==> config.mk <==
export PLATFORM = sky130hd
export DESIGN_NAME = rename_dispatch_flat
export DESIGN_NICKNAME = d
export VERILOG_FILES = /design/src/rtl/rename_dispatch_pkg.sv /design/src/rtl/rename_dispatch_if.sv /design/src/rtl/rename_table.sv /design/src/rtl/rename_dispatch.sv /design/src/flat_wrapper.sv
export SDC_FILE = /design/constraint.sdc
export NUM_CORES = 2
export LEC_CHECK = 0
export CORE_ASPECT_RATIO = 1.5
export CORE_MARGIN = 10
export CORE_UTILIZATION = 52
export DETAILED_ROUTE_END_ITERATION = 6
export PLACE_DENSITY = 0.78
export SLEW_MARGIN = 15
export SYNTH_ARGS = -nofsm -noshare
export SYNTH_HDL_FRONTEND = slang
export SYNTH_SLANG_ARGS = --single-unit
==> constraint.sdc <==
create_clock -name clk -period 142.9 [get_ports clk]
set_input_delay 35.725 -clock clk [delete_from_list [all_inputs] [get_ports clk]]
set_output_delay 35.725 -clock clk [all_outputs]
set_load 0.01 [all_outputs]
==> src/rtl/rename_dispatch_pkg.sv <==
// rename_dispatch_pkg
// Shared widths, the invalid-tag encoding, the operand record used by the
// rename table and the issue packet, and the operand resolution helper.
package rename_dispatch_pkg;

  localparam int COMMON_W   = 32;
  localparam int REG_W      = 5;
  localparam int TAG_W      = 5;
  localparam int ROB_N      = 16;
  localparam int OP_W       = 8;
  localparam int NUM_REGS   = 32;
  localparam int ROB_IDX_W  = 4;

  localparam logic [TAG_W-1:0] TAG_INVALID = 5'h10;

  typedef logic [ROB_N-1:0][COMMON_W-1:0] bc_vals_t;

  // Resolved source operand: q == TAG_INVALID means v holds the real value.
  typedef struct packed {
    logic [COMMON_W-1:0] v;
    logic [TAG_W-1:0]    q;
  } operand_t;

  // Priority: x0, then committed file value, then same-cycle commit, then
  // ROB broadcast, otherwise the operand stays pending on its producer tag.
  // A live status tag is always below ROB_N, so its low bits index the ROB.
  function automatic operand_t resolve_operand(
    input logic [REG_W-1:0]    rs,
    input logic [TAG_W-1:0]    status_tag,
    input logic [COMMON_W-1:0] file_val,
    input logic [TAG_W-1:0]    wb_tag,
    input logic [COMMON_W-1:0] wb_data,
    input logic [ROB_N-1:0]    bc_ready,
    input bc_vals_t            bc_val
  );
    operand_t             res;
    logic [ROB_IDX_W-1:0] idx;
    idx   = status_tag[ROB_IDX_W-1:0];
    res.v = '0;
    res.q = TAG_INVALID;
    if (rs == '0) begin
      res.v = '0;
      res.q = TAG_INVALID;
    end else if (status_tag == TAG_INVALID) begin
      res.v = file_val;
    end else if (wb_tag == status_tag) begin
      res.v = wb_data;
    end else if (bc_ready[idx]) begin
      res.v = bc_val[idx];
    end else begin
      res.q = status_tag;
    end
    return res;
  endfunction

endpackage

==> src/rtl/rename_dispatch_if.sv <==
// rename_dispatch_if
// Bundles the decode, ROB allocation, ROB broadcast, commit and issue
// signals of the rename/dispatch stage.
//   slave  : the rename_dispatch stage itself
//   master : the surrounding pipeline (decode, ROB, reservation station)
interface rename_dispatch_if import rename_dispatch_pkg::*; ();

  logic                dec_valid;
  logic                dec_ready;
  logic [REG_W-1:0]    dec_rd;
  logic [REG_W-1:0]    dec_rs1;
  logic [REG_W-1:0]    dec_rs2;
  logic [OP_W-1:0]     dec_op;
  logic                dec_wr;

  logic                rob_full;
  logic [TAG_W-1:0]    rob_avail_tag;
  logic                alloc_valid;
  logic [REG_W-1:0]    alloc_rd;
  logic [OP_W-1:0]     alloc_op;

  logic [ROB_N-1:0]    bc_ready;
  bc_vals_t            bc_val;

  logic [TAG_W-1:0]    wb_tag;
  logic [REG_W-1:0]    wb_rd;
  logic [COMMON_W-1:0] wb_data;

  logic                iss_valid;
  logic                iss_ready;
  logic [OP_W-1:0]     iss_op;
  logic [TAG_W-1:0]    iss_tag;
  logic [REG_W-1:0]    iss_rd;
  logic [COMMON_W-1:0] iss_v1;
  logic [COMMON_W-1:0] iss_v2;
  logic [TAG_W-1:0]    iss_q1;
  logic [TAG_W-1:0]    iss_q2;

  modport slave (
    input  dec_valid, dec_rd, dec_rs1, dec_rs2, dec_op, dec_wr,
    input  rob_full, rob_avail_tag, bc_ready, bc_val,
    input  wb_tag, wb_rd, wb_data, iss_ready,
    output dec_ready, alloc_valid, alloc_rd, alloc_op,
    output iss_valid, iss_op, iss_tag, iss_rd, iss_v1, iss_v2, iss_q1, iss_q2
  );

  modport master (
    output dec_valid, dec_rd, dec_rs1, dec_rs2, dec_op, dec_wr,
    output rob_full, rob_avail_tag, bc_ready, bc_val,
    output wb_tag, wb_rd, wb_data, iss_ready,
    input  dec_ready, alloc_valid, alloc_rd, alloc_op,
    input  iss_valid, iss_op, iss_tag, iss_rd, iss_v1, iss_v2, iss_q1, iss_q2
  );

endinterface

==> src/rtl/rename_table.sv <==
// rename_table
// Architectural value file plus per-register pending-tag status file.
//   rs1/rs2, op1/op2      : two combinational resolve ports
//   ren_en/ren_rd/ren_tag : rename port, points a register at a new producer
//   wb_tag/wb_rd/wb_data  : commit port, also used for same-cycle forwarding
//   bc_ready/bc_val       : ROB result broadcast used during resolution
module rename_table import rename_dispatch_pkg::*; (
  input  logic                clk,
  input  logic                rst,
  input  logic [REG_W-1:0]    rs1,
  input  logic [REG_W-1:0]    rs2,
  output operand_t            op1,
  output operand_t            op2,
  input  logic                ren_en,
  input  logic [REG_W-1:0]    ren_rd,
  input  logic [TAG_W-1:0]    ren_tag,
  input  logic [TAG_W-1:0]    wb_tag,
  input  logic [REG_W-1:0]    wb_rd,
  input  logic [COMMON_W-1:0] wb_data,
  input  logic [ROB_N-1:0]    bc_ready,
  input  bc_vals_t            bc_val
);

  logic [COMMON_W-1:0] reg_file   [NUM_REGS];
  logic [TAG_W-1:0]    reg_status [NUM_REGS];
  logic                commit_en;
  logic                rename_en;

  assign commit_en = (wb_tag != TAG_INVALID) && (wb_rd != '0);
  assign rename_en = ren_en && (ren_rd != '0);

  // Sources read the status as it stood before this cycle's rename.
  always_comb begin
    op1 = resolve_operand(rs1, reg_status[rs1], reg_file[rs1],
                          wb_tag, wb_data, bc_ready, bc_val);
    op2 = resolve_operand(rs2, reg_status[rs2], reg_file[rs2],
                          wb_tag, wb_data, bc_ready, bc_val);
  end

  // Rename is applied after commit so it wins a same-register collision;
  // the commit still lands its value in the file.
  always_ff @(posedge clk or posedge rst) begin
    if (rst) begin
      for (int i = 0; i < NUM_REGS; i++) begin
        reg_file[i]   <= '0;
        reg_status[i] <= TAG_INVALID;
      end
    end else begin
      if (commit_en) begin
        reg_file[wb_rd] <= wb_data;
        if (reg_status[wb_rd] == wb_tag) begin
          reg_status[wb_rd] <= TAG_INVALID;
        end
      end
      if (rename_en) begin
        reg_status[ren_rd] <= ren_tag;
      end
    end
  end

endmodule

==> src/rtl/rename_dispatch.sv <==
// rename_dispatch
// Accepts one decoded instruction per cycle, allocates a ROB entry, renames
// its destination and registers a one-cycle-latency issue packet.
//   clk, rst : clock and asynchronous active-high reset
//   bus      : decode / ROB / broadcast / commit / issue signals
module rename_dispatch import rename_dispatch_pkg::*; (
  input  logic            clk,
  input  logic            rst,
  rename_dispatch_if.slave bus
);

  logic                dispatch;
  logic [REG_W-1:0]    dest_rd;
  operand_t            op1;
  operand_t            op2;

  logic                iss_valid_q;
  logic [OP_W-1:0]     iss_op_q;
  logic [TAG_W-1:0]    iss_tag_q;
  logic [REG_W-1:0]    iss_rd_q;
  operand_t            iss_src1_q;
  operand_t            iss_src2_q;

  // A held packet blocks new dispatches; rst suppresses the alloc pulse.
  assign bus.dec_ready   = !bus.rob_full && (!iss_valid_q || bus.iss_ready);
  assign dispatch        = bus.dec_valid && bus.dec_ready && !rst;
  assign dest_rd         = bus.dec_wr ? bus.dec_rd : '0;

  assign bus.alloc_valid = dispatch;
  assign bus.alloc_rd    = dest_rd;
  assign bus.alloc_op    = bus.dec_op;

  rename_table u_table (
    .clk      (clk),
    .rst      (rst),
    .rs1      (bus.dec_rs1),
    .rs2      (bus.dec_rs2),
    .op1      (op1),
    .op2      (op2),
    .ren_en   (dispatch && bus.dec_wr),
    .ren_rd   (bus.dec_rd),
    .ren_tag  (bus.rob_avail_tag),
    .wb_tag   (bus.wb_tag),
    .wb_rd    (bus.wb_rd),
    .wb_data  (bus.wb_data),
    .bc_ready (bus.bc_ready),
    .bc_val   (bus.bc_val)
  );

  // Issue register: loads on dispatch, holds while stalled, and drops valid
  // after a handshake with nothing new behind it. Pending operands are not
  // re-resolved while held; the reservation station snoops the broadcast.
  always_ff @(posedge clk or posedge rst) begin
    if (rst) begin
      iss_valid_q  <= 1'b0;
      iss_op_q     <= '0;
      iss_tag_q    <= '0;
      iss_rd_q     <= '0;
      iss_src1_q.v <= '0;
      iss_src1_q.q <= TAG_INVALID;
      iss_src2_q.v <= '0;
      iss_src2_q.q <= TAG_INVALID;
    end else if (dispatch) begin
      iss_valid_q <= 1'b1;
      iss_op_q    <= bus.dec_op;
      iss_tag_q   <= bus.rob_avail_tag;
      iss_rd_q    <= dest_rd;
      iss_src1_q  <= op1;
      iss_src2_q  <= op2;
    end else if (iss_valid_q && bus.iss_ready) begin
      iss_valid_q <= 1'b0;
    end
  end

  assign bus.iss_valid = iss_valid_q;
  assign bus.iss_op    = iss_op_q;
  assign bus.iss_tag   = iss_tag_q;
  assign bus.iss_rd    = iss_rd_q;
  assign bus.iss_v1    = iss_src1_q.v;
  assign bus.iss_q1    = iss_src1_q.q;
  assign bus.iss_v2    = iss_src2_q.v;
  assign bus.iss_q2    = iss_src2_q.q;

endmodule

==> src/flat_wrapper.sv <==
// flat-port wrapper written by rule: the top's interface ports become plain ports
module rename_dispatch_flat import rename_dispatch_pkg::*;
  (clk, rst, bus_dec_valid, bus_dec_rd, bus_dec_rs1, bus_dec_rs2, bus_dec_op, bus_dec_wr, bus_rob_full, bus_rob_avail_tag, bus_bc_ready, bus_bc_val, bus_wb_tag, bus_wb_rd, bus_wb_data, bus_iss_ready, bus_dec_ready, bus_alloc_valid, bus_alloc_rd, bus_alloc_op, bus_iss_valid, bus_iss_op, bus_iss_tag, bus_iss_rd, bus_iss_v1, bus_iss_v2, bus_iss_q1, bus_iss_q2);
  rename_dispatch_if bus_i ();
  input  logic clk;
  input  logic rst;
  input wire logic [$bits(bus_i.dec_valid)-1:0] bus_dec_valid;
  input wire logic [$bits(bus_i.dec_rd)-1:0] bus_dec_rd;
  input wire logic [$bits(bus_i.dec_rs1)-1:0] bus_dec_rs1;
  input wire logic [$bits(bus_i.dec_rs2)-1:0] bus_dec_rs2;
  input wire logic [$bits(bus_i.dec_op)-1:0] bus_dec_op;
  input wire logic [$bits(bus_i.dec_wr)-1:0] bus_dec_wr;
  input wire logic [$bits(bus_i.rob_full)-1:0] bus_rob_full;
  input wire logic [$bits(bus_i.rob_avail_tag)-1:0] bus_rob_avail_tag;
  input wire logic [$bits(bus_i.bc_ready)-1:0] bus_bc_ready;
  input wire logic [$bits(bus_i.bc_val)-1:0] bus_bc_val;
  input wire logic [$bits(bus_i.wb_tag)-1:0] bus_wb_tag;
  input wire logic [$bits(bus_i.wb_rd)-1:0] bus_wb_rd;
  input wire logic [$bits(bus_i.wb_data)-1:0] bus_wb_data;
  input wire logic [$bits(bus_i.iss_ready)-1:0] bus_iss_ready;
  output wire logic [$bits(bus_i.dec_ready)-1:0] bus_dec_ready;
  output wire logic [$bits(bus_i.alloc_valid)-1:0] bus_alloc_valid;
  output wire logic [$bits(bus_i.alloc_rd)-1:0] bus_alloc_rd;
  output wire logic [$bits(bus_i.alloc_op)-1:0] bus_alloc_op;
  output wire logic [$bits(bus_i.iss_valid)-1:0] bus_iss_valid;
  output wire logic [$bits(bus_i.iss_op)-1:0] bus_iss_op;
  output wire logic [$bits(bus_i.iss_tag)-1:0] bus_iss_tag;
  output wire logic [$bits(bus_i.iss_rd)-1:0] bus_iss_rd;
  output wire logic [$bits(bus_i.iss_v1)-1:0] bus_iss_v1;
  output wire logic [$bits(bus_i.iss_v2)-1:0] bus_iss_v2;
  output wire logic [$bits(bus_i.iss_q1)-1:0] bus_iss_q1;
  output wire logic [$bits(bus_i.iss_q2)-1:0] bus_iss_q2;
  assign bus_i.dec_valid = bus_dec_valid;
  assign bus_i.dec_rd = bus_dec_rd;
  assign bus_i.dec_rs1 = bus_dec_rs1;
  assign bus_i.dec_rs2 = bus_dec_rs2;
  assign bus_i.dec_op = bus_dec_op;
  assign bus_i.dec_wr = bus_dec_wr;
  assign bus_i.rob_full = bus_rob_full;
  assign bus_i.rob_avail_tag = bus_rob_avail_tag;
  assign bus_i.bc_ready = bus_bc_ready;
  assign bus_i.bc_val = bus_bc_val;
  assign bus_i.wb_tag = bus_wb_tag;
  assign bus_i.wb_rd = bus_wb_rd;
  assign bus_i.wb_data = bus_wb_data;
  assign bus_i.iss_ready = bus_iss_ready;
  assign bus_dec_ready = bus_i.dec_ready;
  assign bus_alloc_valid = bus_i.alloc_valid;
  assign bus_alloc_rd = bus_i.alloc_rd;
  assign bus_alloc_op = bus_i.alloc_op;
  assign bus_iss_valid = bus_i.iss_valid;
  assign bus_iss_op = bus_i.iss_op;
  assign bus_iss_tag = bus_i.iss_tag;
  assign bus_iss_rd = bus_i.iss_rd;
  assign bus_iss_v1 = bus_i.iss_v1;
  assign bus_iss_v2 = bus_i.iss_v2;
  assign bus_iss_q1 = bus_i.iss_q1;
  assign bus_iss_q2 = bus_i.iss_q2;
  rename_dispatch u_core (.clk(clk), .rst(rst), .bus(bus_i));
endmodule
==> impl_metrics.env <==
export IMPL_cts_tree="done"
export IMPL_fin_crit_sh_pct=52.2
export IMPL_hold_path_end="u_core.u_table.reg_status[159]"
export IMPL_io_pins=712
export IMPL_criticalPathCategory="primary input to primary output"
export IMPL_startpoint_type="primary input"
export IMPL_dr_first_iter_drc_count=8999
export IMPL_clk_pin_slew_ns=0.07
export IMPL_outcome="finished, violations left"
export IMPL_remaining_drc_errors=1
export IMPL_final_util_pct=60.8
export IMPL_slew_headroom_pct=12.2
export IMPL_leakage_nw=38.4
export IMPL_crit_fanout=92
export IMPL_cts_setup_buffers=0
export IMPL_core_area_um2=150000
export IMPL_portBuffers=711
export IMPL_drive_gt1_share_pct=31.8
export IMPL_synth_seq_area_share_pct=41.0
export IMPL_cts_resized=0
export IMPL_cts_hold_buf=0
export IMPL_nets=7152
export IMPL_cts_sinks=1277
export IMPL_p_per_area_nw_per_um2=13.1
export IMPL_wl_met1_um=111000
export IMPL_cts_buffers=120
export IMPL_violations="DRC"
export IMPL_place_hpwl_um=238000
export IMPL_ys_types=67
export IMPL_synth_area_um2=78100
export IMPL_routed_wl_met2_um=156000
export IMPL_die_y_um=495
export IMPL_min_path_cells=0
export IMPL_dr_wl_met3_um=47900
export IMPL_synth_cells=6255
export IMPL_synth_seq_cells=1277
export IMPL_cp_arrival_ns=38.94
export IMPL_num_vias=63630
export IMPL_synth_edf_count=0
export IMPL_synth_avg_cell_area_um2=12.5
export IMPL_rr_worst_depth=11
export IMPL_r2r_end="u_core.bus.iss_v2[21]"
export IMPL_placementRows=174
export IMPL_dr_pass1_iters=7
export IMPL_gr_total_overflow=0
export IMPL_track_usage_pct=41.1
export IMPL_clk_latency_ns=0.80
export IMPL_hold_viol=0
export IMPL_fin_crit_ns=74.66
export IMPL_drt_wl_total_um=350000
export IMPL_dieArea_um2=166000
export IMPL_peakVddDrop_v=0.0000128
export IMPL_endpoint_kind="primary output"
export IMPL_worst_slack_ns=68.24
export IMPL_dieWidth_um=336
export IMPL_final_cell_mix="1243 x dfrtp_1, 976 x mux2_2, 686 x clkdlybuf4s50_1, 644 x mux2i_1, 637 x mux4_2"
export IMPL_initial_utilization_pct=52.2
export IMPL_slew_viol_final=0
export IMPL_regToRegSetupSlack_ns=137.32
export IMPL_pre_cts_ws_ns=68.21
export IMPL_yosys_warnings=0
export IMPL_fin_skew_ns=0.0414
export IMPL_top_layer="met5"
export IMPL_tightest_slew_ns=1.30
export IMPL_grt_pass1_wl_um=486000
export IMPL_routabilityCongestion=1.06
export IMPL_setup_tns_ns=0
export IMPL_finalPower_mw=1.19
export IMPL_grt_max_degree=190
export IMPL_setup_viol=0
export IMPL_area_delta_synth_final_pct=16.4
export IMPL_rsz0062_at_grt="no"
export IMPL_viasPerCell=7.32
export IMPL_cp_required_ns=107.18
export IMPL_worst_hold_slack_ns=0.395
export IMPL_clock_path_buffers=3
export IMPL_async_flop_share_pct=100
export IMPL_cts_max_level=3
export IMPL_maxCapViolations=0
export IMPL_grt_pass1_vias=64062
export IMPL_detail_route_antenna_nets=0
export IMPL_hold_class="flop to flop"
export IMPL_syn_nets=6859
export IMPL_cts_root_buf="clkbuf_16"
export IMPL_max_freq_mhz=13.4
export IMPL_final_common_cell="dfrtp_1"
export IMPL_antenna_found_initial=132
export IMPL_drt_wirelength_per_cell_um=40.3
export IMPL_hp_start="u_core.u_table.reg_status[159]"
export IMPL_rr_startpoint="u_core.u_table.reg_status[96]"
export IMPL_ys_flop_type="dfrtp_1"
-- cell families after synthesis --
logic type | after synthesis | share of synthesized area (%)
DFF | 1277 | 41.0
muxes | 2261 | 40.8
AOI/OAI and AO/OA | 968 | 8.86
and+or+nand+nor | 981 | 5.38
buffers and inverters | 753 | 3.82
xor gates and xnor gates | 15 | 0.168
-- power breakdown --
part	leakage [nW]	switching, mW	internal [mW]
sequential	16.0	0.0645	0.437
combinational	20.4	0.156	0.178
clock	2.07	0.155	0.198
-- per-stage QoR --
stage | cells | instance area (um2)
2_1_floorplan | 6255 | 78100
4_1_cts | 8589 | 90700
6_report | 8694 | 90900
5_1_grt | 8674 | 90800
3_3_place_gp | 8362 | 86400
3_5_place_dp | 8362 | 86400
-- sequential cells by signal, indices dropped and copies added, names as in the netlist --
name / cells
u_core.u_table.reg_status: 160
u_core.bus.iss_rd: 5
u_core.bus.iss_op: 8
u_core.bus.iss_valid: 1
u_core.bus.iss_q1: 5
u_core.bus.iss_tag: 5
u_core.bus.iss_q2: 5
u_core.bus.iss_v2: 32
u_core.u_table.reg_file: 1024
u_core.bus.iss_v1: 32
-- layer usage --
layer | vias to the layer above | track usage (%)
met5 | - | 2.16
met4 | 48 | 35.0
met3 | 1396 | 17.2
met2 | 5001 | 61.3
met1 | 32474 | 45.0
li1 | 24711 | -
-- worst max-delay path, stage by stage --
cell             delay [ns]
clkdlybuf4s50_1        0.49
inv_8                  0.51
nand3_4                0.62
inv_1                  0.53
buf_4                  0.34
clkdlybuf4s50_1        0.61
-- final cells by class --
class	count	area, um2
well taps	1936	2420
fillers	11542	58700
repair buffers	848	8160
clock buffers	167	3400
multi-input cells	4225	43500
flip-flops and latches	1277	32000
clock inverters	60	885
inverters	76	294
diodes	105	263
-- worst max-delay path by stage --
stage,startpoint,endpoint,depth (start not counted)
after floorplan,rst,bus_alloc_valid,5
after global placement,rst,bus_alloc_valid,6
after detailed placement,rst,bus_alloc_valid,6
after CTS,rst,bus_alloc_valid,6
after global routing,rst,bus_alloc_valid,6
final,rst,bus_alloc_valid,6
-- synth_stat cells (all sizes together), types with 58 or more instances --
master | count | area share [%]
mux4 | 637 | 18
dfrtp | 1243 | 40
a21oi | 150 | 0.96
buf | 264 | 1.5
nor2 | 136 | 0.65
clkbuf | 413 | 2.0
nand3 | 58 | 0.37
o22ai | 83 | 0.67
a22oi | 127 | 1.2
mux2i | 646 | 8.3
a31oi | 61 | 0.49
o21ai | 100 | 0.66
nand2 | 620 | 3.0
mux2 | 978 | 14
a22o | 160 | 1.8
a221oi | 74 | 0.83
inv | 75 | 0.36
(Power assumes the default switching activity.)
